## config.mk

```make
export PLATFORM = sky130hd
export DESIGN_NAME = result_compare
export DESIGN_NICKNAME = d
export VERILOG_FILES = /design/src/rtl/result_checker_pkg.sv /design/src/rtl/result_checker_compare.sv
export SDC_FILE = /design/constraint.sdc
export NUM_CORES = 1
export LEC_CHECK = 0
export CORE_MARGIN = 2
export CORE_UTILIZATION = 23
export DETAILED_ROUTE_END_ITERATION = 16
export GPL_TIMING_DRIVEN = 0
export PLACE_DENSITY = 0.85
export SLEW_MARGIN = 25
export SYNTH_ARGS = -nofsm -noshare
export SYNTH_HDL_FRONTEND = slang
export SYNTH_SLANG_ARGS = --single-unit
```

## constraint.sdc

```tcl
create_clock -name vclk -period 1.5
set_clock_uncertainty 0.15 [all_clocks]
set_input_delay 0.375 -clock vclk [all_inputs]
set_output_delay 0.375 -clock vclk [all_outputs]
set_load 0.02 [all_outputs]
```

## src/rtl/result_checker_pkg.sv

```systemverilog
// Shared widths, state encoding and helpers for the result checker slice.
// CHK_MASK_EN widens the expected word to {mask, expected}.
package result_checker_pkg;

   localparam int unsigned RC_RTF_WIDTH = 24;
   localparam int unsigned RC_CNT_WIDTH = 16;

   function automatic int unsigned rc_exp_width(input int unsigned rtf_width);
`ifdef CHK_MASK_EN
      return 2 * rtf_width;
`else
      return rtf_width;
`endif
   endfunction

   localparam int unsigned RC_EXP_WIDTH = rc_exp_width(RC_RTF_WIDTH);
   localparam int unsigned RC_LOG_WIDTH = RC_CNT_WIDTH + 2 * RC_RTF_WIDTH;

   typedef enum logic [1:0] {
      RC_IDLE  = 2'd0,
      RC_RUN   = 2'd1,
      RC_DRAIN = 2'd2,
      RC_DONE  = 2'd3
   } rc_state_t;

endpackage

```

## src/rtl/result_checker_compare.sv

```systemverilog
// Combinational masked compare of a result word against an expected FIFO word.
// CHK_MASK_EN: exp_word = {mask, expected}, mask bit 1 = care; otherwise exact compare.
module result_compare
   import result_checker_pkg::*;
#(
   parameter int unsigned RTF_WIDTH = RC_RTF_WIDTH,
   parameter int unsigned EXP_WIDTH = RC_EXP_WIDTH
) (
   input  logic [RTF_WIDTH-1:0] result,
   input  logic [EXP_WIDTH-1:0] exp_word,
   output logic [RTF_WIDTH-1:0] expected,
   output logic                 mismatch
);
   logic [RTF_WIDTH-1:0] care;

   always_comb begin
      expected = exp_word[RTF_WIDTH-1:0];
`ifdef CHK_MASK_EN
      care     = exp_word[EXP_WIDTH-1 -: RTF_WIDTH];
`else
      care     = '1;
`endif
      mismatch = |((result ^ expected) & care);
   end
endmodule

```

==> summary.txt <==
Synthesis
  – Yosys warnings: 0
  – Synth Instances: between 50 and 60
  – Top post-synthesis cells by area: buf_4 41%, xnor2_1 32%, xor2_1 16%
  – Syn_nets: 104
  – Netlist Area Pre-Place: approximately 440 um^2
  – Unique masters post-synth: 6
  – Post-synth top area share: roughly 41%
  – Cell taking the most area after synthesis: buf_4
  – Syn_area_per_cell: slightly below 8 um^2
  – Sequential area share after synthesis: 0%

Detailed routing
  – DRT Wirelength: about 1.6 mm
  – Via count: just over 600
  – Drt first pass iters: 1
  – Iteration-0 DRC Markers: 0
  – DRT antenna net count: 0
  – DR WL/cell: between 10 and 15 um
  – Vias/cell: 4.00
  – DRC violations left: 0

Floorplan
  – Full die area: between 2000 and 2500 um^2
  – Die width: 47.7 um
  – Core ar.: between 1500 and 2000 um^2
  – Die height: ~48 um
  – Io pins: 73
  – Initial Util: 24.9%
  – Core Rows: 15

STA
  – Worst setup margin: -0.338 ns
  – Worst slew pin tran: 0.240 ns
  – Setup TNS: -0.338 ns
  – Final setup fails: 1
  – FMAX: ~0.54 GHz
  – Slew HR: 83.8%
  – Fin. Hold Viols: 0
  – Slew Viols, Final: 0
  – RSZ-0062 raised after global routing: true
  – Tcrit/Tclk final: 123%
  – Fin crit period: about 1.8 ns

Clock network
  – Hold-fix buffers, CTS: 0
  – Postcts setup bufs: 0

Power
  – Lkg Pwr: 0.000593 uW
  – Power Density: ~290 nW/um^2
  – VDD IR max: 0.000171 V

Placement
  – I/O Buffers: 73
  – GP Congestion: 0.680
  – Placed instance area: 1220 um^2
  – Number of placed cells counting well taps: roughly 150
  – DPL Wire Length: roughly 1.5 mm
  – Post-Place Worst Slack: -1.19 ns

Global routing
  – Total global routing overflow: 0
  – First-pass GRT wire length: roughly 2.2 mm
  – GRT Total Usage: around an eighth
  – Vias in the first global route: roughly 580
  – Antenna violations before repair: 0
  – Largest net degree at the start of global routing: 3

Finish
  – Fraction of layout cells with a size suffix above 1: between 60% and 70%
  – Post-layout utilization of the core: around two thirds
  – Layout fillers: approximately 190
  – Register area: 0 um^2
  – Finished Layout Cells: 154
  – Clk_buf instances: 0
  – ANT cells: 0
  – Num sequential: 0
  – Final nets: 179
  – Design Area, Final: roughly 1200 um^2
  – Area Overhead vs Synth: 167%

Setup path
  – WP data arrival: between 1 and 1.5 ns
  – Crit path buf inv count: 2
  – Crit path required time: 0.97 ns
  – Crit-path most repeated cell: buf_6
  – Worst setup SP type: primary input
  – Crit-path slowest cell: nor4_2
  – Crit Path Max Fanout: 2
  – CP delay by family, top: simple AND/OR/NAND/NOR gates
  – Ordered list of cells on the worst path: buf_6, xnor2_2, nand4_1, nor4_2, nand3_1, buf_6
  – Max incr delay on CP: ~0.3 ns
  – Worst setup path category: in2out
  – Worst Setup End Kind: output pin

Flow run
  – Total of max-cap violations: 0

Status
  – Failing checks: negative setup slack
  – Outcome: finished with violations

Worst hold path
  – Hold EP: expected[19]
  – Min-delay src: exp_word[19]
  – Hold Crit Depth: 3
  – HP Class: in2out
## placed cells by master, fill, tap and decap left out, drive strengths merged
cell type,n
nand3,1
nand4,4
dlygate4sd2,21
clkbuf,4
xor2,8
nor4,3
clkdlybuf4s15,13
buf,59
xnor2,16
## worst max path at each step
stage	from	end	slack, ns	depth (start not counted)
global route	exp_word[20]	mismatch	-0.42	6
detailed placement	exp_word[2]	mismatch	-1.19	6
floorplan	exp_word[19]	mismatch	-0.09	4
finish	exp_word[2]	mismatch	-0.34	6
CTS	result[20]	mismatch	-0.37	6
global placement	exp_word[19]	mismatch	-1.16	6
## where the power goes
part	internal (uW)	switching, uW	leakage [uW]	total (uW)
Sequential	0	0	0	0
Clock	0	0	0	0
Combinational	204	134	0.000593	338
Total	204	134	0.000593	338
## layer usage
layer	share of wire (%)	up-vias	GRT usage [%]
met1	30	278	12.3
met3	7.9	0	0.377
met2	62	31	30.1
met4	0	0	0
li1	-	307	-
met5	0	-	0
## synth_stat cells, drive strengths merged
| master | n |
|---|---|
| nor4 | 3 |
| buf | 24 |
| xnor2 | 16 |
| nand4 | 4 |
| xor2 | 8 |
| nand3 | 1 |
## per-stage QoR
stage	total power (uW)	hold WS (ns)
2_1_floorplan	155	0.713
3_3_place_gp	366	1.69
3_5_place_dp	372	1.70
4_1_cts	316	1.08
5_1_grt	361	0.923
6_report	338	0.915
## layout make-up
class	count	area, um^2	area share (%)
timing repair buffer	73	599	51.1
multi-input combinational	32	362	30.8
buffer	24	180	15.4
tap	25	31.3	2.67
## cell families (layout without fill, tap and decap cells)
logic type             count (synthesis)  in the layout  synth area share, %
buffers and inverters                 24             97                 41.0
AND/OR/NAND/NOR                        8              8                 11.1
XOR/XNOR                              24             24                 47.9
## what timing repair did
action,in CTS,in global routing
setup endpoints to repair,25,4
pin swaps,23,16
resized for setup,198,32
No activity file was read; power rests on OpenSTA's default activity.
